`src/rtl/xilinx_distram_pkg.sv`:
```
`default_nettype none
// ============================================================================
// Module   : xilinx_distram_pkg
// Brief    : Shared state encoding and depth helper for the distram delay line.
// Revision : 1.0 - initial release
// ============================================================================
package xilinx_distram_pkg;

    typedef enum logic {
        ST_INIT = 1'b0,
        ST_RUN  = 1'b1
    } dly_state_e;

    function automatic int unsigned depth_of(input int unsigned aw);
        return 32'd1 << aw;
    endfunction

endpackage
`default_nettype wire

```
`src/rtl/xilinx_sp_distram.sv`:
```
`default_nettype none
// ============================================================================
// Module   : xilinx_sp_distram
// Brief    : Single-port distributed RAM, asynchronous read, synchronous write.
// Revision : 1.0 - initial release
// ============================================================================
module xilinx_sp_distram
    import xilinx_distram_pkg::*;
#(
    parameter int ADDR_WIDTH = 6,
    parameter int DATA_WIDTH = 8
) (
    input  logic                  wclk,
    input  logic                  we,
    input  logic [ADDR_WIDTH-1:0] a,
    input  logic [DATA_WIDTH-1:0] d,
    output logic [DATA_WIDTH-1:0] o
);

    localparam int unsigned c_depth = depth_of(ADDR_WIDTH);

    logic [DATA_WIDTH-1:0] r_mem [c_depth];

    always_ff @(posedge wclk) begin
        if (we) begin
            r_mem[a] <= d;
        end
    end

    // Read is combinational, so a step sees the old word before its own write.
    assign o = r_mem[a];

endmodule
`default_nettype wire

```
`src/rtl/xilinx_distram_delay.sv`:
```
`default_nettype none
// ============================================================================
// Module   : xilinx_distram_delay
// Brief    : CE-gated programmable delay line over one single-port distram,
//            with a zeroing sweep after reset or flush.
// Revision : 1.0 - initial release
// ============================================================================
module xilinx_distram_delay
    import xilinx_distram_pkg::*;
#(
    parameter int ADDR_WIDTH = 6,
    parameter int DATA_WIDTH = 8
) (
    input  logic                  clk,
    input  logic                  rst_n,
    input  logic                  ce,
    input  logic [DATA_WIDTH-1:0] din,
    input  logic [ADDR_WIDTH-1:0] len,
    input  logic                  flush,
    output logic [DATA_WIDTH-1:0] dout,
    output logic                  dvalid,
    output logic                  busy
);

    localparam int unsigned           c_depth = depth_of(ADDR_WIDTH);
    localparam logic [ADDR_WIDTH-1:0] c_last  = ADDR_WIDTH'(c_depth - 1);

    dly_state_e              r_state;
    dly_state_e              w_state_next;
    logic [ADDR_WIDTH-1:0]   r_sweep;
    logic [ADDR_WIDTH-1:0]   r_ptr;
    logic [ADDR_WIDTH-1:0]   r_len_q;
    logic [ADDR_WIDTH:0]     r_fill;
    logic [DATA_WIDTH-1:0]   r_dout;
    logic                    r_dvalid;

    logic [ADDR_WIDTH-1:0]   w_addr;
    logic [DATA_WIDTH-1:0]   w_wdata;
    logic                    w_we;
    logic [DATA_WIDTH-1:0]   w_rdata;
    logic [ADDR_WIDTH:0]     w_period;
    logic [ADDR_WIDTH:0]     w_fill_next;
    logic                    w_init;

    assign w_init   = (r_state == ST_INIT);
    assign w_period = {1'b0, r_len_q} + (ADDR_WIDTH+1)'(1);

    always_comb begin
        w_state_next = r_state;
        case (r_state)
            ST_INIT: if (!flush && (r_sweep == c_last)) w_state_next = ST_RUN;
            ST_RUN:  if (flush) w_state_next = ST_INIT;
            default: w_state_next = ST_INIT;
        endcase
    end

    always_comb begin
        w_addr      = w_init ? r_sweep : r_ptr;
        w_wdata     = w_init ? '0 : din;
        w_we        = w_init | (ce & ~flush);
        // Saturate at the current period so dvalid stays up across steps.
        w_fill_next = (r_fill >= w_period) ? w_period : r_fill + (ADDR_WIDTH+1)'(1);
    end

    always_ff @(posedge clk or negedge rst_n) begin
        if (!rst_n) begin
            r_state <= ST_INIT;
        end else begin
            r_state <= w_state_next;
        end
    end

    always_ff @(posedge clk or negedge rst_n) begin
        if (!rst_n) begin
            r_sweep  <= '0;
            r_ptr    <= '0;
            r_len_q  <= '0;
            r_fill   <= '0;
            r_dout   <= '0;
            r_dvalid <= 1'b0;
        end else if (w_init) begin
            r_sweep <= flush ? '0 : r_sweep + ADDR_WIDTH'(1);
            if (!flush && (r_sweep == c_last)) begin
                r_ptr   <= '0;
                r_len_q <= len;
            end
        end else if (flush) begin
            r_sweep  <= '0;
            r_ptr    <= '0;
            r_fill   <= '0;
            r_dout   <= '0;
            r_dvalid <= 1'b0;
        end else if (ce) begin
            r_dout   <= w_rdata;
            r_dvalid <= (r_fill >= w_period);
            r_fill   <= w_fill_next;
            // New period length only takes effect at a wrap.
            if (r_ptr == r_len_q) begin
                r_ptr   <= '0;
                r_len_q <= len;
            end else begin
                r_ptr <= r_ptr + ADDR_WIDTH'(1);
            end
        end
    end

    xilinx_sp_distram #(
        .ADDR_WIDTH (ADDR_WIDTH),
        .DATA_WIDTH (DATA_WIDTH)
    ) u_ram (
        .wclk (clk),
        .we   (w_we),
        .a    (w_addr),
        .d    (w_wdata),
        .o    (w_rdata)
    );

    assign dout   = r_dout;
    assign dvalid = r_dvalid;
    assign busy   = w_init;

endmodule
`default_nettype wire

```
`config.mk`:
```
export PLATFORM = sky130hd
export DESIGN_NAME = xilinx_distram_delay
export DESIGN_NICKNAME = d
export VERILOG_FILES = /design/src/rtl/xilinx_distram_pkg.sv /design/src/rtl/xilinx_sp_distram.sv /design/src/rtl/xilinx_distram_delay.sv
export SDC_FILE = /design/constraint.sdc
export NUM_CORES = 1
export LEC_CHECK = 0
export CORE_MARGIN = 4
export CORE_UTILIZATION = 50
export CTS_CLUSTER_DIAMETER = 60
export DETAILED_ROUTE_END_ITERATION = 12
export PLACE_DENSITY = 0.68
export SYNTH_ARGS = -nofsm -noshare
export SYNTH_HDL_FRONTEND = slang
export SYNTH_SLANG_ARGS = --single-unit
export TNS_END_PERCENT = 100
```
`constraint.sdc`:
```
create_clock -name clk -period 2.7 [get_ports clk]
set_input_delay 0.27 -clock clk [delete_from_list [all_inputs] [get_ports clk]]
set_output_delay 0.27 -clock clk [all_outputs]
set_load 0.05 [all_outputs]
```
* Word-level counts from Yosys, hierarchy flattened
Memory sizes are Yosys's and may differ from the RTL's. Index checks and enable logic that the tools add are counted.
Word-level totals: register bits after elaboration 35, memory bits (writable) 512, input port bits 18, output and inout bits 10, word-level logic and storage cells 58, memories kept 1
Operators by class: add/subtract/negate cells 4, order comparisons 1, eq/ne operators 7, muxes and demuxes 27, bitwise gates (word level) 4, reduce and logical (&&, ||, !) cells 7
Memory list:
- u_ram.r_mem | depth 64, width 8, read ports 1, clocked after Yosys merged registers in 0, write ports 1, line xilinx_sp_distram.sv:22 | logic [DATA_WIDTH-1:0] r_mem [c_depth];
Operator list (number):
- $mux 6 | 14
- $mux 8 | 3
- $mux 7 | 3
- $add 6x1->6 const B | 2
- $add 6x1->7 const B | 1
- $add 7x1->7 const B | 1
- $ge 7x7->1 | 1
- $eq 6x6->1 | 1
- $eq 6x6->1 const B | 1
- $mux 1 | 6
- $ne 2x2->1 const B | 3
- $reduce_and 2->1 | 2
- $reduce_and 4->1 | 1
- $reduce_bool 2->1 | 2
- $ne 3x3->1 const B | 1
- $ne 2x1->1 const B | 1
- $not 1->1 | 2
- $pmux 1 s2 | 1
- $and 1x1->1 | 1
- $logic_and 1x1->1 | 1
- $logic_not 1->1 | 1
- $or 1x1->1 | 1

* Logic depth before layout (Yosys ltp)
word-level depth 5, mapped depth 12, mapped depth without buffers 9

* By module
Synthesis repeated with hierarchy kept, for this count alone.
Second synthesis, totals: cell total of the unflattened synthesis 1373, area total of the unflattened synthesis 22420.3 um^2
By module, submodules not included:
- xilinx_sp_distram | instances 1, cells an instance 1163, area an instance 20289.5 um^2, sequential area each 15374.7 um^2
- xilinx_distram_delay | instances 1, cells an instance 210, area an instance 2130.8 um^2, sequential area each 875.8 um^2

* Least setup slack after synthesis
Ideal clock, no wire load.
path kind reg-to-reg, start register r_state, end memory u_ram.r_mem[14][0], enable pin, setup time 371 ps, data arrival time 2290 ps, required time 2329 ps, slack 39 ps, cell stages (with the launch flop) 11, buffers on the path 7, clock period less this slack 2661 ps, cell sequence dfrtp_1 -> buf_6 -> buf_12 -> buf_6 -> o31a_1 -> buf_4 -> buf_4 -> buf_4 -> or2_2 -> clkbuf_1 -> nor2_1
Between the ends: cells in the longest elaborated chain, start to end 4, elaborated cells between the ends (all ways) 5, those cells by class mux (3); bitwise (2)
RTL lines:
- from (decl) | line xilinx_distram_delay.sv:28 | dly_state_e r_state;
- from (signal assigned) | line xilinx_distram_delay.sv:69 | r_state <= w_state_next;
- $not 1->1 | line xilinx_distram_delay.sv:45 | assign w_init = (r_state == ST_INIT);
- $or 1x1->1 | line xilinx_distram_delay.sv:60 | w_we = w_init | (ce & ~flush);
- $mux 1 | line xilinx_sp_distram.sv:25 | if (we) begin
- $mux 1 (implied by the code) | line xilinx_sp_distram.sv:26 | r_mem[a] <= d;
- to (decl) | line xilinx_sp_distram.sv:22
Several ways; a longest one is shown, not always the timed one.

* Final worst setup path
start register r_state, end register r_dout[0] (netlist: dout[0])
Between the ends: cells in the longest elaborated chain, start to end 4, elaborated cells between the ends (all ways) 5, those cells by class mux (3); reduce/logical (1); memory (1)
RTL lines:
- $mux 6 | line xilinx_distram_delay.sv:58 | w_addr = w_init ? r_sweep : r_ptr;
- $mem_v2 64x8
- $mux 8 | line xilinx_distram_delay.sv:93 | end else if (ce) begin
- $mux 8 | line xilinx_distram_delay.sv:87 | end else if (flush) begin
- to (signal assigned) | line xilinx_distram_delay.sv:94 | r_dout <= w_rdata;
- to (decl) | line xilinx_distram_delay.sv:34 | logic [DATA_WIDTH-1:0] r_dout;
Several ways; a longest one is shown, not always the timed one. The select of a mux whose other input is x is not followed. A chain may end at the register's enable or synchronous reset.

==> out/qor.csv <==
metric,value,unit
pin_count,28,
grt_max_degree,65,
clock-sinks,547,
dpl.cell_count,2159,
ys.flop_type,edfxtp_1,
vias,14400,
setup_viol,0,
synth_edf_count,512,
period_share,100,%
dieArea,46600,µm²
fin_setup_tns,0,ps
critPathMaxFanout,14,
clock.fmax,370,MHz
peakVddDrop,0.550,mV
path_class,reg -> reg,
maxSlewHeadroom,-0.0145,%
ys_types,70,
drv_cap,1,
synth_area_leader_cell,edfxtp_1,
dp_hpwl,38.4,mm
ant_nets,0,
clk-insertion-delay-late,610,ps
dpl_cell_area,24000,µm²
cts_tree,built,
routed_wl,63.0,mm
p_leak,9.01,nW
cts_buffers,54,
clk_pin_slew,60,ps
synth_top_family_by_area,compound AO/OA/AOI/OAI gates,
gp_congestion,0.897,
slew_violations,1,
p_per_area,681,nW/µm²
synthToLayoutAreaGrowth,21.0,%
start_util,51.1,%
seq_area_frac_synth,75.2,%
critPathArrivalTime,3220,ps
outcome,"finished, violations left",
synth.ff_latch_count,547,
syn_avg_cell_area,15.2,µm²
synth_cells,1424,
syn-cell-area,21600,µm²
end_kind,register,
drc,0,
finalCriticalPeriod,2700,ps
routedWlPerCell,27.8,µm
die_w,216,µm
io_buffers,27,
cts.path.max_buffers,3,
finClkSkew,22.2,ps
root_buffer,clkbuf_16,
cp.required,3220,ps
synth_compound_area_share,11.1,%
dr.pass1.iters,6,
ys_async_sr_fraction,6.40,%
num_rows,75,
fin_cells,2269,
drive_gt1_share,23.5,%
grt_pass1_vias,14300,
yosys_warnings,0,
grt.total_usage,26.2,%
holdCritPathClass,in -> reg,
layout_common_cells,"512 x edfxtp_1, 208 x buf_4, 175 x o22ai_1",
worst_pin_slew,1490,ps
synth_adder_area_share,0.637,%
failed_checks,"capacitance limit, slew limit",
grt_pass1_wl,92.0,mm
use_met2,41.2,%
coreArea,42300,µm²
busiest_layer,met2,
syn-num-nets,1453,
drt-initial-drc-count,2152,
final_common_cell,edfxtp_1,
met1_usage,36.0,%
grt_remaining_overflow,0,
final_hold_viol_count,0,
diodes,0,
final_util,61.8,%
die_h,216,µm
synth_xor_area_share,0.689,%
vias_per_cell,6.35,
fin_area,26200,µm²
grtUsageMet3,6.39,%
cp-start-kind,register,
synth.area.top_cells,"edfxtp_1 71%, o22ai_1 5.1%, dfrtp_1 4.1%",
nets,1680,
yosysTopAreaCellShare,71.1,%
synthSimpleGateAreaFrac,7.95,%
h-tree-depth,2,
antenna_found_initial,1,
synth.mux.area_fraction,1.92,%
-- logic make-up after synthesis --
kind of cell	Yosys count
buffers and inverters	97
multiplexers	35
flip-flops	547
XOR/XNOR	17
adder cells (fa/ha/maj)	11
AND/OR/NAND/NOR	370
AO/OA/AOI/OAI	347
-- through the flow --
step / hold WS (ps) / worst slack [ps] / total power [mW]
after floorplan: -25.6 / 39.5 / 9.94
after global placement: 461 / -440 / 10.4
after detailed placement: 471 / -454 / 10.4
after CTS: 274 / -90.6 / 17.8
after global routing: 296 / -7.90 / 18.3
final: 297 / 0.870 / 17.8
-- critical path, cell delays in order, from the launching register on --
cell	delay (ps)
dfrtp_2	450
buf_4	200
and4b_4	220
a31oi_4	220
buf_12	170
buf_4	120
o22ai_1	80
o41ai_1	480
buf_4	230
o2111a_1	250
a32o_1	200
-- Yosys cell counts, types with 11 or more instances --
cell	n
ha_1	11
o221ai_1	13
buf_2	41
nor3_1	38
o21ai_0	20
o22ai_1	176
o31ai_1	17
nor2_1	132
clkbuf_1	18
nand2_1	97
buf_4	13
mux2_2	20
edfxtp_1	512
o41ai_1	24
and2_1	16
dfrtp_1	35
nand3_1	29
a21oi_1	25
a31oi_1	11
-- final timing paths --
kind                           start         end  slack (ps)  cells past startpoint
setup / recovery             r_state     dout[0]         0.9                     10
hold / removal                len[5]  r_len_q[5]         300                      2
setup reg to reg             r_state     dout[0]         0.9                     10
hold reg to reg            r_fill[6]   r_fill[6]         520                      1
max in group asynchronous      rst_n    r_ptr[1]        1670                      2
min in group asynchronous      rst_n    r_ptr[5]         370                      2
-- final cells by class --
type,count,area (µm²)
Sequential cell,547,16300
Fill cell,3101,16200
Multi-Input combinational cell,780,5060
Timing Repair Buffer,262,2360
Clock buffer,62,1400
Tap cell,577,722
Clock inverter,35,328
Inverter,6,22.5
-- state kept, by name, indices dropped and copies added, names as in the netlist --
| signal | count |
|---|---|
| r_fill | 7 |
| u_ram.r_mem | 512 |
| r_state | 1 |
| r_ptr | 6 |
| dout | 8 |
| dvalid | 1 |
| r_len_q | 6 |
| r_sweep | 6 |
-- layer usage --
metal,vias up,part of all wire [%],routed length (µm)
met3,159,12,7490
li1,6113,-,-
met1,7191,38,24100
met5,-,0,0
met2,938,46,29100
met4,0,3.6,2280
-- report_power, final --
group          total (mW)  switching [mW]  leakage, nW  internal, mW
Clock                7.44            3.15        0.856          4.28
Combinational        1.14           0.699         3.02         0.440
Sequential           9.22          0.0285         5.13          9.19
Total                17.8            3.88         9.01          13.9
-- what timing repair did --
| item | CTS | global route |
|---|---|---|
| pin swaps | 5 | 8 |
| hold endpoints to repair | 35 | 0 |
| setup buffers | 2 | 7 |
| hold buffers | 1 | 0 |
| resized for setup | 17 | 21 |
| setup endpoints to repair | 11 | 28 |
| cloned | 2 | 3 |
Power figures use the tool's default switching activity.
==> patch, RTL diff (same flow settings) <==
`DATA_WIDTH` is set to 8 in 2 places; all go to 10.
--- a/src/rtl/xilinx_sp_distram.sv
+++ b/src/rtl/xilinx_sp_distram.sv
@@ -8,7 +8,7 @@
     import xilinx_distram_pkg::*;
 #(
     parameter int ADDR_WIDTH = 6,
-    parameter int DATA_WIDTH = 8
+    parameter int DATA_WIDTH = 10
 ) (
     input  logic                  wclk,
     input  logic                  we,
--- a/src/rtl/xilinx_distram_delay.sv
+++ b/src/rtl/xilinx_distram_delay.sv
@@ -9,7 +9,7 @@
     import xilinx_distram_pkg::*;
 #(
     parameter int ADDR_WIDTH = 6,
-    parameter int DATA_WIDTH = 8
+    parameter int DATA_WIDTH = 10
 ) (
     input  logic                  clk,
     input  logic                  rst_n,
Interface: changed (resized din and dout); port bits go from 28 to 32. The function was not compared with the original's and may differ.
==> patch against the original RTL <==
- combinational power rose by 64%
- power rose by 27%
- count of clock-buffer cells in the layout rose by 37
- routed wire length rose by 18%
- critical endpoint unchanged
- die area rose by 19%
- sequential share of layout area rose by 1.1 points
- setup slack improved by 0.0032 ns
- synthesized cell count rose by 16%
- sequential cell count rose by 130
- design area rose by 22%
- global-route usage fell by 0.56 points
- area after synthesis rose by 19%
- first-iteration DRC count rose by 8.1%
==> patch: results (changes against the original RTL) <==
- Number of H-tree branching levels: 3 (was 2)
- Via count of the first global-routing pass: 16660 (was 14250)
- IR drop worst, VDD: 473.6 uV (was 550.1 uV)
- Xor-xnor portion of the synthesized cell area: 0.4752% (was 0.6889%)
- Via density per instance: 6.387 (was 6.347)
- Dpl cell area: 28930 sq um (was 24020 sq um)
- Combined global-route utilization of all metal layers: 25.65% (was 26.21%)
- Fraction of registers with async set or reset after synthesis: 5.465% (was 6.399%)
- Met3 wirelength from detailed routing: 8818 um (was 7491 um)
- Top layer reached by signal wires: met5 (was met4)
- Crit path max-delay cell type: sky130_fd_sc_hd__dfrtp_2 (was sky130_fd_sc_hd__o41ai_1)
- Relative max-transition margin: 30.15% (was -0.01454%)
- I/O Buffers: 31 (was 27)
- Wire length of the first global-routing pass: 107500 um (was 91970 um)
- Post-synthesis sequential area ratio: 78.06% (was 75.19%)
- NumNets Final: 1990 (was 1680)
- Final clock skew: 0.02576 ns (was 0.02218 ns)
- Post-cts sizing count: 24 (was 17)
- Initial DRC count: 2327 (was 2152)
- Status: finished clean (was complete, but fails checks)
- Met1 Use GR: 35.91% (was 35.99%)
- Synthesized-area fraction occupied by ao, oa, aoi and oai cells: 10.20% (was 11.07%)
- Post-CTS Setup Repair Bufs: 10 (was 2)
- Total met2 wirelength after detailed routing: 35400 um (was 29140 um)
- Mux share of post-synthesis cell area: 0.9891% (was 1.916%)
- Met1 wire length: 27980 um (was 24080 um)
- Max FFs per register: 640 (was 512)
- Clock buffer count from CTS: 69 (was 54)
- FILL cells: 3460 (was 3101)
- Critical Path Max Stage Delay: 0.40 ns (was 0.48 ns)
- Largest fanout on the critical path: 22 (was 14)
- Final weighted congestion in routability-driven placement: 0.9003 (was 0.8973)
- Final wirelength: 74600 um (was 63000 um)
- Global Route met2 Usage: 41.25% (was 41.22%)
## patch: final cells by class
cell class,count,share of cell area (%)
clock buffers,99,6.095
well taps,672,2.638
repair buffers,338,10.19
clock inverters,23,0.6712
multi-input cells,864,17.09
inverters,9,0.1099
flip-flops and latches,677,63.21
## patch: power breakdown
| group | switching [uW] | internal, uW |
|---|---|---|
| combinational | 1070 | 798 |
| sequential | 86.5 | 11400 |
| clock | 3850 | 5310 |
| total | 5000 | 17500 |
## patch: metrics by stage
step           util [%]  setup WS [ns]  std cells  total power [uW]
2_1_floorplan         -        0.01176       1657             12540
3_3_place_gp      57.20        -0.2411       2519             13320
3_5_place_dp      57.20        -0.2886       2519             13340
4_1_cts           61.91       -0.03373       2652             22380
5_1_grt           63.02       -0.05111       2682             23180
6_report          63.02       0.004022       2682             22540
## patch: logic make-up after synthesis
kind of cell / Yosys count
muxes: 24
buffers and inverters: 116
DFF: 677
xor gates and xnor gates: 14
AOI/OAI and AO/OA: 400
and+or+nand+nor: 415
adders and majority gates: 11
